==> src/rtl/adder_exhaustive_tester.sv <==
// Purpose: exhaustive 512-vector self-test driver/checker for a 4-bit ripple-carry adder.
// Latency: each vector is held SETTLE+1 cycles; a sweep completes 512*(SETTLE+1) cycles after start.
// Backpressure: none; start is taken only in IDLE/DONE, and abort stops a running sweep on the next edge.
module adder_exhaustive_tester #(
    parameter int unsigned SETTLE = 1
) (
    input  logic       clk,
    input  logic       rst_n,
    input  logic       start,
    input  logic       abort,
    output logic [3:0] dut_a,
    output logic [3:0] dut_b,
    output logic       dut_cin,
    input  logic [3:0] dut_sum,
    input  logic       dut_cout,
    output logic       busy,
    output logic       done,
    output logic       pass,
    output logic [9:0] err_count,
    output logic [8:0] first_fail_vec,
    output logic [4:0] fail_bits
);

    typedef enum logic [1:0] {
        ST_IDLE = 2'd0,
        ST_RUN  = 2'd1,
        ST_DONE = 2'd2
    } state_t;

    // Hold counter is 4 bits wide, which covers the full 0..15 settle range.
    localparam logic [3:0] SETTLE_L = 4'(SETTLE);
    localparam logic [8:0] LAST_VEC = 9'd511;

    state_t     state_q, state_d;
    logic [8:0] vec_q, vec_d;          // current vector; also drives the adder directly
    logic [3:0] h_q, h_d;              // hold counter within a vector
    logic [9:0] err_q, err_d;
    logic [8:0] first_q, first_d;
    logic [4:0] bits_q, bits_d;
    logic       pass_q, pass_d;

    logic       compare_now;
    logic       last_vec;
    logic [4:0] exp_res;
    logic [4:0] obs_res;
    logic [4:0] mism;
    logic       any_mism;

    // Golden result and mismatch pattern for the vector currently driven.
    // The operands are zero-extended to 5 bits before adding so the carry is kept.
    always_comb begin
        exp_res     = {1'b0, vec_q[3:0]} + {1'b0, vec_q[7:4]} + {4'd0, vec_q[8]};
        obs_res     = {dut_cout, dut_sum};
        mism        = obs_res ^ exp_res;
        any_mism    = |mism;
        compare_now = (state_q == ST_RUN) && (h_q == SETTLE_L);
        last_vec    = (vec_q == LAST_VEC);
    end

    // Next-state, sweep sequencing and result accumulation.
    always_comb begin
        state_d = state_q;
        vec_d   = vec_q;
        h_d     = h_q;
        err_d   = err_q;
        first_d = first_q;
        bits_d  = bits_q;
        pass_d  = pass_q;

        case (state_q)
            ST_IDLE, ST_DONE: begin
                // A new sweep wipes every result; abort has no meaning here.
                if (start) begin
                    state_d = ST_RUN;
                    vec_d   = 9'd0;
                    h_d     = 4'd0;
                    err_d   = 10'd0;
                    first_d = 9'd0;
                    bits_d  = 5'd0;
                    pass_d  = 1'b0;
                end
            end

            ST_RUN: begin
                if (compare_now) begin
                    // The sample at the end of the hold window is always recorded,
                    // even if abort lands on the same edge.
                    if (any_mism) begin
                        err_d  = err_q + 10'd1;
                        bits_d = bits_q | mism;
                        if (err_q == 10'd0) begin
                            first_d = vec_q;
                        end
                    end
                    h_d = 4'd0;
                    if (abort) begin
                        // Drive outputs stay on the aborted vector.
                        state_d = ST_IDLE;
                        pass_d  = 1'b0;
                    end else if (last_vec) begin
                        // Drive outputs stay on vector 511 while DONE.
                        state_d = ST_DONE;
                        pass_d  = (err_d == 10'd0);
                    end else begin
                        vec_d = vec_q + 9'd1;
                    end
                end else begin
                    h_d = h_q + 4'd1;
                    if (abort) begin
                        state_d = ST_IDLE;
                        pass_d  = 1'b0;
                    end
                end
                // start is deliberately ignored while running.
            end

            default: begin
                state_d = ST_IDLE;
            end
        endcase
    end

    // State and result registers; reset clears everything without a clock.
    always_ff @(posedge clk or negedge rst_n) begin
        if (!rst_n) begin
            state_q <= ST_IDLE;
            vec_q   <= 9'd0;
            h_q     <= 4'd0;
            err_q   <= 10'd0;
            first_q <= 9'd0;
            bits_q  <= 5'd0;
            pass_q  <= 1'b0;
        end else begin
            state_q <= state_d;
            vec_q   <= vec_d;
            h_q     <= h_d;
            err_q   <= err_d;
            first_q <= first_d;
            bits_q  <= bits_d;
            pass_q  <= pass_d;
        end
    end

    assign dut_a          = vec_q[3:0];
    assign dut_b          = vec_q[7:4];
    assign dut_cin        = vec_q[8];
    assign busy           = (state_q == ST_RUN);
    assign done           = (state_q == ST_DONE);
    assign pass           = pass_q;
    assign err_count      = err_q;
    assign first_fail_vec = first_q;
    assign fail_bits      = bits_q;

endmodule

==> config.mk <==
export PLATFORM = sky130hd
export DESIGN_NAME = adder_exhaustive_tester
export DESIGN_NICKNAME = d
export VERILOG_FILES = /design/src/rtl/adder_exhaustive_tester.sv
export SDC_FILE = /design/constraint.sdc
export NUM_CORES = 1
export LEC_CHECK = 0
export BUFFER_PORTS_ARGS = -buffer_cell sky130_fd_sc_hd__buf_2
export CELL_PAD_IN_SITES_DETAIL_PLACEMENT = 1
export CELL_PAD_IN_SITES_GLOBAL_PLACEMENT = 1
export CORE_MARGIN = 3
export CORE_UTILIZATION = 39
export CTS_BUF_LIST = sky130_fd_sc_hd__clkbuf_4 sky130_fd_sc_hd__clkbuf_8
export DETAILED_ROUTE_END_ITERATION = 8
export PLACE_DENSITY = 0.81
export SYNTH_ARGS = -nofsm -noshare
export SYNTH_HDL_FRONTEND = slang
export SYNTH_SLANG_ARGS = --single-unit
==> constraint.sdc <==
create_clock -name clk -period 2.91 [get_ports clk]
set_input_delay 0.291 -clock clk [delete_from_list [all_inputs] [get_ports clk]]
set_output_delay 0.291 -clock clk [all_outputs]
set_load 0.01 [all_outputs]
* After elaboration in Yosys (flattened, before gate mapping)
Cells that the tools add are included.
** Storage, ports and cells
- Register bits :: 40
- Input port bits :: 9
- Logic and storage cells :: 74
** Cells by class
- Reduce and logical (&&, ||, !) cells :: 14
- Add/sub/neg operators :: 5
- Bitwise operators :: 2
- Eq/ne operators :: 12
- Muxes and demuxes :: 34
** Operators by type and width (count)
- 2-to-1 mux 9 bit :: 7
- 2-to-1 mux 10 bit :: 5
- case mux 9 bit (2 select lines) :: 2
- logical NOT 10 bit :: 2
- case mux 10 bit (2 select lines) :: 1
- 2-to-1 mux 5 bit :: 3
- adder 10 x 1 -> 10 bit (second input constant) :: 1
- 2-to-1 mux 2 bit :: 5
- case mux 5 bit (2 select lines) :: 1
- AND reduction 5 bit :: 2
- adder 9 x 1 -> 9 bit (second input constant) :: 1
- equality test 9 bit (second input constant) :: 1
- 2-to-1 mux 4 bit :: 2
- case mux 4 bit (2 select lines) :: 1
- AND reduction 4 bit :: 2
- inequality test 2 x 1 -> 1 bit (second input constant) :: 3
- inequality test 2 bit (second input constant) :: 3
- inequality test 3 x 2 -> 1 bit (second input constant) :: 2
- AND reduction 3 bit :: 2
- adder 4 x 4 -> 5 bit :: 1
- adder 5 x 1 -> 5 bit :: 1
- 2-to-1 mux 1 bit :: 5
- OR 5 bit :: 1
- OR reduction 5 bit :: 1
- 12 further kinds :: 12

* Depth between registers and ports, before layout
Gate-level depths: netlist of the first run.
- Depth after elaboration :: 12
- Gate-level depth with buffers :: 11
- Mapped depth without buffers :: 11

* Least setup slack after synthesis of the first run
No wires, ideal clock.
- Path kind :: register to register
- Start point :: register vec_q[0]
- End point :: register pass_q, in the netlist pass
- Setup time :: 87 ps
- Setup slack :: -227 ps
- Cell stages (with the launch flop) :: 11
- Arrival time :: 3050 ps
- Cell sequence :: dfrtp_1 > fa_1 > fa_1 > xor3_1 > nor3_2 > o21ai_2 > or2_1 > buf_6 > a311o_1 > o31a_1 > a211oi_2
** Between the ends
- Longest elaborated chain between the ends :: 12
- Elaborated cells between the ends (all ways) :: 15
** Ends and longest elaborated chain
- from (decl) :: line 35 : logic [8:0] vec_q, vec_d;
- from (signal assigned) :: line 135 : vec_q <= vec_d;
- adder 4 x 4 -> 5 bit :: line 52 : exp_res = {1'b0, vec_q[3:0]} + {1'b0, vec_q[7:4]} + {4'd0, vec_q[8]};
- adder 5 x 1 -> 5 bit :: line 52
- XOR 5 bit :: line 54 : mism = obs_res ^ exp_res;
- OR reduction 5 bit :: line 55 : any_mism = |mism;
- 2-to-1 mux 10 bit :: line 88 : if (any_mism) begin
- 2-to-1 mux 10 bit :: line 85 : if (compare_now) begin
- 2-to-1 mux 10 bit :: line 70 : case (state_q)
- logical NOT 10 bit :: line 103 : pass_d = (err_d == 10'd0);
- 2-to-1 mux 1 bit :: line 100 : end else if (last_vec) begin
- 2-to-1 mux 1 bit :: line 96 : if (abort) begin
- 2-to-1 mux 1 bit :: line 85
- case mux 1 bit (2 select lines) :: line 70
- to (signal assigned) :: line 140 : pass_q <= pass_d;
- to (decl) :: line 40 : logic pass_q, pass_d;
Parallel ways exist; a longest one is shown, timed or not. The select of a mux whose other input is x is not followed.
A chain may end at the register's enable or synchronous reset.

* Worst setup path after layout of the first run
- Start point :: register vec_q[4]
- End point :: register pass_q, in the netlist pass
The elaborated chain is that of the path after synthesis.

==> run_summary.xml, run 1 <==
<?xml version="1.0" encoding="UTF-8"?>
<metrics>
  <group name="place">
    <metric name="place_inst" unit="">361</metric>
    <metric name="place_hpwl" unit="mm">4.86</metric>
    <metric name="port_buffers" unit="">44</metric>
    <metric name="gp_congestion" unit="">0.840</metric>
    <metric name="pre_cts_ws" unit="ns">-0.0509</metric>
  </group>
  <group name="logic_synthesis">
    <metric name="post_synth_instance_area" unit="mm²">0.00226</metric>
    <metric name="post_synth_xor_area_fraction" unit="%">4.55</metric>
    <metric name="main_combinational_cell_family_by_area_after_synthesis" unit="">compound AO/OA/AOI/OAI gates</metric>
    <metric name="syn-instance-count" unit="">235</metric>
    <metric name="synth_sequential_area_ratio" unit="%">44.3</metric>
    <metric name="netlist.top_cell.by_area" unit="">dfrtp_1</metric>
    <metric name="synth_compound_area_share" unit="%">22.7</metric>
    <metric name="synth.net_count" unit="">255</metric>
    <metric name="synth-simple-area-share" unit="%">17.1</metric>
    <metric name="yosys-mux-area-fraction" unit="%">0.998</metric>
    <metric name="ranking_of_synthesized_cells_by_area" unit="">dfrtp_1 (44%), ha_1 (5.0%), a22o_1 (4.3%)</metric>
    <metric name="yosysWarningCount" unit="">0</metric>
    <metric name="post_synth_fa_ha_maj_area_fraction" unit="%">6.76</metric>
    <metric name="synth_top_area_share" unit="%">44.3</metric>
    <metric name="ys_seq_elements" unit="">40</metric>
    <metric name="synth_cell_types" unit="">47</metric>
    <metric name="synthesized_area_per_cell" unit="µm²">9.60</metric>
  </group>
  <group name="critical_path">
    <metric name="startpoint" unit="">vec_q[4]$_DFFE_PN0P_</metric>
    <metric name="rrSetupSlack" unit="ns">-0.009</metric>
    <metric name="timing.critical_path.arrival" unit="ns">3.15</metric>
    <metric name="slowest_delay" unit="ns">0.43</metric>
    <metric name="cp_cell_sequence" unit="">fa_2 &gt; fa_2 &gt; a21o_1 &gt; a21oi_1 &gt; xnor2_2 &gt; or2_4 &gt; a311o_1 &gt; o31a_1 &gt; a211oi_2</metric>
    <metric name="timing.critical_path.buf_inv" unit="">0</metric>
    <metric name="path_max_fanout" unit="">6</metric>
    <metric name="path_type_of_the_worst_setup_path" unit="">flop to flop</metric>
    <metric name="timing.rr.start" unit="">vec_q[4]$_DFFE_PN0P_</metric>
    <metric name="rr_worst_depth" unit="">9</metric>
    <metric name="critical_path.most_common_cell" unit="">fa_2</metric>
    <metric name="crit_path_top_delay_cell" unit="">dfrtp_2</metric>
    <metric name="worstSetupEndpointType" unit="">flop</metric>
    <metric name="critPathTopFamily" unit="">compound AO/OA/AOI/OAI gates</metric>
    <metric name="startpoint_type" unit="">flop</metric>
    <metric name="worst-endpoint-required" unit="ns">3.14</metric>
    <metric name="rr_endpoint" unit="">pass$_DFFE_PN0P_</metric>
  </group>
  <group name="detailed_routing">
    <metric name="detail_route.iter0.violations" unit="">147</metric>
    <metric name="drt_pass1_iterations" unit="">4</metric>
    <metric name="drt_drc_violations_left" unit="">0</metric>
    <metric name="postRouteAntennaNets" unit="">0</metric>
    <metric name="sum_of_routed_wire_length_over_all_layers" unit="mm">6.93</metric>
    <metric name="num_vias" unit="">2155</metric>
    <metric name="wl_per_cell" unit="µm">18.4</metric>
    <metric name="via_per_inst" unit="">5.72</metric>
  </group>
  <group name="sta">
    <metric name="fin_hold_ws" unit="ns">0.118</metric>
    <metric name="timing.clock.skew" unit="ns">0.0136</metric>
    <metric name="post-route-period-util" unit="%">100</metric>
    <metric name="slew_headroom" unit="%">38.6</metric>
    <metric name="worst_pin_slew" unit="ns">0.920</metric>
    <metric name="setup_violating_endpoint_count_in_the_final_report" unit="">1</metric>
    <metric name="final_critical_path_setup_slack" unit="ns">-0.00912</metric>
    <metric name="report.final.slew_viol_count" unit="">0</metric>
    <metric name="rsz0062_at_grt" unit="">yes</metric>
    <metric name="fin_crit" unit="ns">2.92</metric>
    <metric name="tns" unit="ns">-0.00912</metric>
    <metric name="fmax" unit="GHz">0.343</metric>
    <metric name="hold_viol" unit="">0</metric>
  </group>
  <group name="power_and_ir_drop">
    <metric name="power" unit="mW">1.83</metric>
    <metric name="static-leakage-power" unit="nW">1.45</metric>
    <metric name="p_comb_share" unit="%">35.0</metric>
    <metric name="pwr_density_cell" unit="mW/mm²">630</metric>
    <metric name="peakVddDrop" unit="V">0.000318</metric>
    <metric name="sequential_group_share_of_total_power" unit="%">38.7</metric>
    <metric name="power_switching_share" unit="%">37.4</metric>
    <metric name="total_internal_power" unit="mW">1.15</metric>
    <metric name="netSwitchingPower" unit="mW">0.686</metric>
    <metric name="share_clk_of_total_power" unit="%">26.3</metric>
  </group>
  <group name="die">
    <metric name="pin_count" unit="">45</metric>
    <metric name="core_area" unit="mm²">0.00554</metric>
    <metric name="die_w" unit="µm">82.1</metric>
    <metric name="dieArea" unit="mm²">0.00674</metric>
    <metric name="floorplan.initialDensity" unit="%">40.7</metric>
    <metric name="standard_cell_rows" unit="">27</metric>
    <metric name="die-height" unit="µm">82.1</metric>
  </group>
  <group name="global_route">
    <metric name="grt-ovfl-total" unit="">0</metric>
    <metric name="grt_max_degree" unit="">41</metric>
    <metric name="grt_util_all_layers" unit="%">20.6</metric>
    <metric name="first_global_vias" unit="">2048</metric>
    <metric name="grt_antenna_before_repair" unit="">0</metric>
    <metric name="global_route_wire_length_before_repair" unit="mm">10.6</metric>
  </group>
  <group name="cells_and_area">
    <metric name="signed_area_change_from_the_synthesized_netlist_to_the_final_layout" unit="%">29.0</metric>
    <metric name="nets" unit="">324</metric>
    <metric name="count_of_non_filler_cells_in_the_finished_layout" unit="">377</metric>
    <metric name="num_antenna_cells" unit="">0</metric>
    <metric name="post_route_cells_drive_above_1_share" unit="%">33.4</metric>
  </group>
  <group name="clock_network">
    <metric name="tritoncts_clock_tree" unit="">yes</metric>
    <metric name="clkLatencyLatePin" unit="ns">0.31</metric>
    <metric name="cts_htree_levels" unit="">2</metric>
    <metric name="numCtsBuffers" unit="">5</metric>
    <metric name="path_clk_slew" unit="ns">0.09</metric>
    <metric name="clockRootBuffer" unit="">clkbuf_8</metric>
    <metric name="clockBufferDepth" unit="">2</metric>
    <metric name="cts_sinks" unit="">40</metric>
    <metric name="cts_hold_buffers" unit="">0</metric>
  </group>
  <group name="run_status">
    <metric name="violations" unit="">negative setup slack</metric>
    <metric name="run_status" unit="">finished with violations</metric>
  </group>
  <group name="flow_run">
    <metric name="drv_cap" unit="">0</metric>
  </group>
  <group name="hold_path">
    <metric name="timing.hold.worst.class" unit="">primary input to async pin</metric>
  </group>
</metrics>
-- kinds of logic after synthesis --
family / Yosys count
AOI/OAI and AO/OA: 74
xor gates and xnor gates: 10
adders and majority gates: 11
buffers and inverters: 19
DFF: 40
muxes: 2
and+or+nand+nor: 79
-- state kept, by name (all words and copies together) (netlist names) --
signal / count
pass: 1
h_q: 4
vec_q: 9
fail_bits: 5
first_fail_vec: 9
state_q: 2
err_count: 10
-- power by group through the flow --
stage,combinational [mW],sequential [mW],clock [mW]
floorplan,0.319,0.743,0
global placement,0.588,0.714,0
detailed placement,0.607,0.718,0
CTS,0.614,0.707,0.493
global route,0.714,0.724,0.515
finish,0.642,0.709,0.482
-- stage by stage --
step | utilization [%] | area (µm²)
2_1_floorplan | - | 2260
3_3_place_gp | 48.4 | 2680
3_5_place_dp | 48.4 | 2680
4_1_cts | 50.5 | 2800
5_1_grt | 52.6 | 2910
6_report | 52.6 | 2910
-- layer usage --
layer / vias to the layer above / wire (µm) / GRT usage [%]
met5: - / 0 / 0
met4: 0 / 69 / 5.32
met3: 7 / 186 / 3.84
met2: 31 / 3600 / 35.4
met1: 1114 / 3080 / 26.4
li1: 1003 / - / -
-- cell usage after synthesis (all sizes together) --
| master | n |
|---|---|
| dfrtp | 40 |
| nor2 | 25 |
| o21ai | 19 |
| nand2 | 17 |
| a21oi | 16 |
| a22o | 11 |
| clkbuf | 9 |
| ha | 9 |
| inv | 9 |
| nand3 | 7 |
| nand4 | 7 |
| xor2 | 7 |
| a31oi | 6 |
| nor3 | 6 |
| o31ai | 5 |
| and3 | 4 |
| nand2b | 4 |
| o41ai | 3 |
| a211oi | 2 |
| fa | 2 |
| mux2 | 2 |
| o31a | 2 |
| or2 | 2 |
| or3 | 2 |
| xnor2 | 2 |
| a21o | 1 |
| a22oi | 1 |
| a311o | 1 |
| a32o | 1 |
| a41oi | 1 |
| and2 | 1 |
| and4 | 1 |
| buf | 1 |
| nor2b | 1 |
| nor3b | 1 |
| nor4 | 1 |
| o2111a | 1 |
| o221a | 1 |
| o22ai | 1 |
| o32ai | 1 |
| o41a | 1 |
| xor3 | 1 |
-- layout make-up --
| cell class | instances | area [µm²] |
|---|---|---|
| multi-input cells | 176 | 1230 |
| well taps | 72 | 90.1 |
| fillers | 661 | 2630 |
| clock inverters | 3 | 46.3 |
| flip-flops and latches | 40 | 1000 |
| clock buffers | 5 | 68.8 |
| repair buffers | 72 | 435 |
| inverters | 9 | 33.8 |
-- cells in the final DEF, fill, tap and decap left out, types with 3 or more instances in the layout --
cell type  count
a21oi_1       16
a22o_1        11
a31oi_1        5
and3_1         4
buf_2         45
buf_4         25
clkbuf_8       5
dfrtp_1       38
ha_1           9
inv_1          9
nand2_1       17
nand2b_1       4
nand3_1        7
nand4_1        7
nor2_1        24
nor3_1         4
o21ai_0       16
o21ai_2        3
o31ai_1        5
xor2_1         6
-- how the worst max path moves through the flow --
stage          cells past startpoint               end  slack, ns
2_1_floorplan                     10  pass$_DFFE_PN0P_       0.06
3_3_place_gp                      11  pass$_DFFE_PN0P_       0.05
3_5_place_dp                      11  pass$_DFFE_PN0P_      -0.05
4_1_cts                           11  pass$_DFFE_PN0P_     0.0004
5_1_grt                            9  pass$_DFFE_PN0P_      -0.13
6_report                           9  pass$_DFFE_PN0P_     -0.009
-- timing repair --
| action | 4_1_cts | 5_1_grt |
|---|---|---|
| setup buffers | 0 | 7 |
| endpoints found under the setup margin | 1 | 7 |
| pin swaps | 0 | 10 |
| gates cloned | 0 | 1 |
| gates resized for setup | 1 | 14 |
No activity file was read; power rests on OpenSTA's default activity.
==> inputs of run 2 (changes only) <==
--- a/config.mk
+++ b/config.mk
@@ -9,10 +9,9 @@
 export CELL_PAD_IN_SITES_DETAIL_PLACEMENT = 1
 export CELL_PAD_IN_SITES_GLOBAL_PLACEMENT = 1
 export CORE_MARGIN = 3
-export CORE_UTILIZATION = 39
-export CTS_BUF_LIST = sky130_fd_sc_hd__clkbuf_4 sky130_fd_sc_hd__clkbuf_8
+export CORE_UTILIZATION = 38
 export DETAILED_ROUTE_END_ITERATION = 8
-export PLACE_DENSITY = 0.81
+export PLACE_DENSITY = 0.79
 export SYNTH_ARGS = -nofsm -noshare
 export SYNTH_HDL_FRONTEND = slang
 export SYNTH_SLANG_ARGS = --single-unit
==> run 2 against run 1 <==
Effect of this change: the flow still finishes with violations (negative setup slack); non-clock buffer count shrank 7; die area grew 2.4%; power fell by 1.1%; final area shrank 2.4%; register-to-register slack lost 0.12 ns; clock skew shrank 0.0018 ns; maximum frequency decreased by 4.0%; first-iteration DRC count decreased by 53%; worst hold slack worse by 0.0031 ns; critical endpoint unchanged; largest cell class unchanged; highest routed layer unchanged.
==> run_summary.xml, run 2 (same netlist as run 1, synthesis figures left out) <==
<?xml version="1.0" encoding="UTF-8"?>
<metrics>
  <group name="critical_path">
    <metric name="startpoint" unit="">vec_q[4]$_DFFE_PN0P_</metric>
    <metric name="path_type_of_the_worst_setup_path" unit="">flop to flop</metric>
    <metric name="timing.rr.start" unit="">vec_q[4]$_DFFE_PN0P_</metric>
    <metric name="path_max_fanout" unit="">4</metric>
    <metric name="startpoint_type" unit="">flop</metric>
    <metric name="worst-endpoint-required" unit="ns">3.11</metric>
    <metric name="timing.critical_path.arrival" unit="ns">3.25</metric>
    <metric name="worstSetupEndpointType" unit="">flop</metric>
  </group>
  <group name="detailed_routing">
    <metric name="detail_route.iter0.violations" unit="">69</metric>
    <metric name="drt_pass1_iterations" unit="">4</metric>
    <metric name="drt_drc_violations_left" unit="">0</metric>
    <metric name="via_per_inst" unit="">5.88</metric>
    <metric name="postRouteAntennaNets" unit="">0</metric>
    <metric name="sum_of_routed_wire_length_over_all_layers" unit="mm">7.25</metric>
    <metric name="wl_per_cell" unit="µm">19.6</metric>
    <metric name="num_vias" unit="">2177</metric>
  </group>
  <group name="sta">
    <metric name="timing.clock.skew" unit="ns">0.0118</metric>
    <metric name="rsz0062_at_grt" unit="">yes</metric>
    <metric name="tns" unit="ns">-0.132</metric>
    <metric name="slew_headroom" unit="%">38.4</metric>
    <metric name="final_critical_path_setup_slack" unit="ns">-0.132</metric>
    <metric name="fin_crit" unit="ns">3.04</metric>
    <metric name="setup_violating_endpoint_count_in_the_final_report" unit="">1</metric>
    <metric name="hold_viol" unit="">0</metric>
    <metric name="worst_pin_slew" unit="ns">0.924</metric>
    <metric name="report.final.slew_viol_count" unit="">0</metric>
    <metric name="fmax" unit="GHz">0.329</metric>
    <metric name="post-route-period-util" unit="%">105</metric>
  </group>
  <group name="cells_and_area">
    <metric name="nets" unit="">317</metric>
    <metric name="largest_register_ff_count" unit="">10</metric>
    <metric name="mostFrequentLayoutCells" unit="">buf_2 (44), dfrtp_1 (38), nor2_1 (25)</metric>
    <metric name="signed_area_change_from_the_synthesized_netlist_to_the_final_layout" unit="%">25.9</metric>
    <metric name="count_of_non_filler_cells_in_the_finished_layout" unit="">370</metric>
    <metric name="final_common_cell" unit="">buf_2</metric>
    <metric name="post_route_cells_drive_above_1_share" unit="%">31.2</metric>
    <metric name="num_antenna_cells" unit="">0</metric>
  </group>
  <group name="power_and_ir_drop">
    <metric name="peakVddDrop" unit="V">0.000300</metric>
    <metric name="static-leakage-power" unit="nW">1.41</metric>
    <metric name="pwr_density_cell" unit="mW/mm²">638</metric>
  </group>
  <group name="run_status">
    <metric name="violations" unit="">negative setup slack</metric>
    <metric name="run_status" unit="">finished with violations</metric>
  </group>
  <group name="die">
    <metric name="core_area" unit="mm²">0.00564</metric>
    <metric name="floorplan.initialDensity" unit="%">40.0</metric>
    <metric name="standard_cell_rows" unit="">27</metric>
    <metric name="pin_count" unit="">45</metric>
    <metric name="dieArea" unit="mm²">0.00690</metric>
    <metric name="die-height" unit="µm">83.1</metric>
    <metric name="die_w" unit="µm">83.1</metric>
  </group>
  <group name="global_route">
    <metric name="grt_max_degree" unit="">41</metric>
    <metric name="grt_antenna_before_repair" unit="">0</metric>
    <metric name="grt_util_all_layers" unit="%">20.9</metric>
    <metric name="global_route_wire_length_before_repair" unit="mm">11.8</metric>
    <metric name="first_global_vias" unit="">2325</metric>
    <metric name="grt-ovfl-total" unit="">0</metric>
  </group>
  <group name="clock_network">
    <metric name="clockRootBuffer" unit="">clkbuf_8</metric>
    <metric name="cts_htree_levels" unit="">2</metric>
    <metric name="path_clk_slew" unit="ns">0.09</metric>
    <metric name="clkLatencyLatePin" unit="ns">0.30</metric>
    <metric name="tritoncts_clock_tree" unit="">yes</metric>
    <metric name="numCtsBuffers" unit="">5</metric>
    <metric name="cts_hold_buffers" unit="">0</metric>
    <metric name="clockBufferDepth" unit="">2</metric>
    <metric name="cts_sinks" unit="">40</metric>
  </group>
  <group name="place">
    <metric name="place_hpwl" unit="mm">5.06</metric>
    <metric name="port_buffers" unit="">44</metric>
    <metric name="gp_congestion" unit="">0.893</metric>
    <metric name="place_inst" unit="">358</metric>
  </group>
  <group name="hold_path">
    <metric name="timing.hold.worst.class" unit="">primary input to async pin</metric>
  </group>
  <group name="flow_run">
    <metric name="drv_cap" unit="">0</metric>
  </group>
</metrics>
==> run 2: power breakdown <==
group	switching, mW	internal (mW)	total (mW)
Combinational	0.391	0.242	0.633
Sequential	0.0776	0.631	0.709
Clock	0.218	0.254	0.472
Total	0.686	1.13	1.81
==> run 2: routing by layer <==
| metal | wire length [µm] | up-vias | share of wire (%) | global-route usage (%) |
|---|---|---|---|---|
| met3 | 342 | 25 | 4.7 | 3.67 |
| met4 | 281 | 0 | 3.9 | 8.17 |
| met2 | 3590 | 69 | 50 | 35.6 |
| met1 | 3030 | 1089 | 42 | 26.3 |
| met5 | 0 | - | 0 | 0 |
| li1 | - | 994 | - | - |
==> run 2: cell type report <==
type,count,area [µm²]
Clock inverter,3,42.5
Timing Repair Buffer,65,382
Inverter,9,33.8
Fill cell,661,2800
Multi-Input combinational cell,176,1220
Sequential cell,40,1000
Clock buffer,5,68.8
Tap cell,72,90.1
==> run 2: worst paths after layout <==
check                           slack (ns)                            end  cells past startpoint
max in group asynchronous             2.15           vec_q[0]$_DFFE_PN0P_                      1
worst min register to register        0.50       fail_bits[0]$_DFFE_PN0P_                      2
worst max-delay path                 -0.13               pass$_DFFE_PN0P_                     10
worst min-delay path                  0.11  first_fail_vec[5]$_DFFE_PN0P_                      1
min in group clk                      0.20         state_q[1]$_DFFE_PN0P_                      2
worst max register to register       -0.13               pass$_DFFE_PN0P_                     10
==> run 2: critical path, cell delays in order (launching register included) <==
cell and delay [ns]:
dfrtp_2 0.43, fa_2 0.42, fa_2 0.61, xor2_2 0.08, nor3_2 0.19, o21ai_2 0.12, buf_4 0.16, nor3_1 0.30
a31oi_1 0.08, o31a_1 0.36, a211oi_2 0.20
==> run 2: stage by stage <==
stage	utilization, %	hold slack [ns]	worst slack [ns]	instance area [µm²]	total power [mW]
after global placement	47.1	0.469	0.0684	2660	1.29
after floorplan	-	-0.00459	0.0562	2260	1.06
after detailed placement	47.1	0.488	0.00327	2660	1.32
after global routing	50.4	0.199	-0.230	2840	1.93
final	50.4	0.114	-0.132	2840	1.81
after CTS	49.3	0.155	0.00713	2780	1.80
==> run 2: what timing repair did <==
action | CTS | global route
endpoints found under the setup margin | 2 | 2
pin swaps | 0 | 10
setup buffers | 0 | 5
resized for setup | 3 | 9
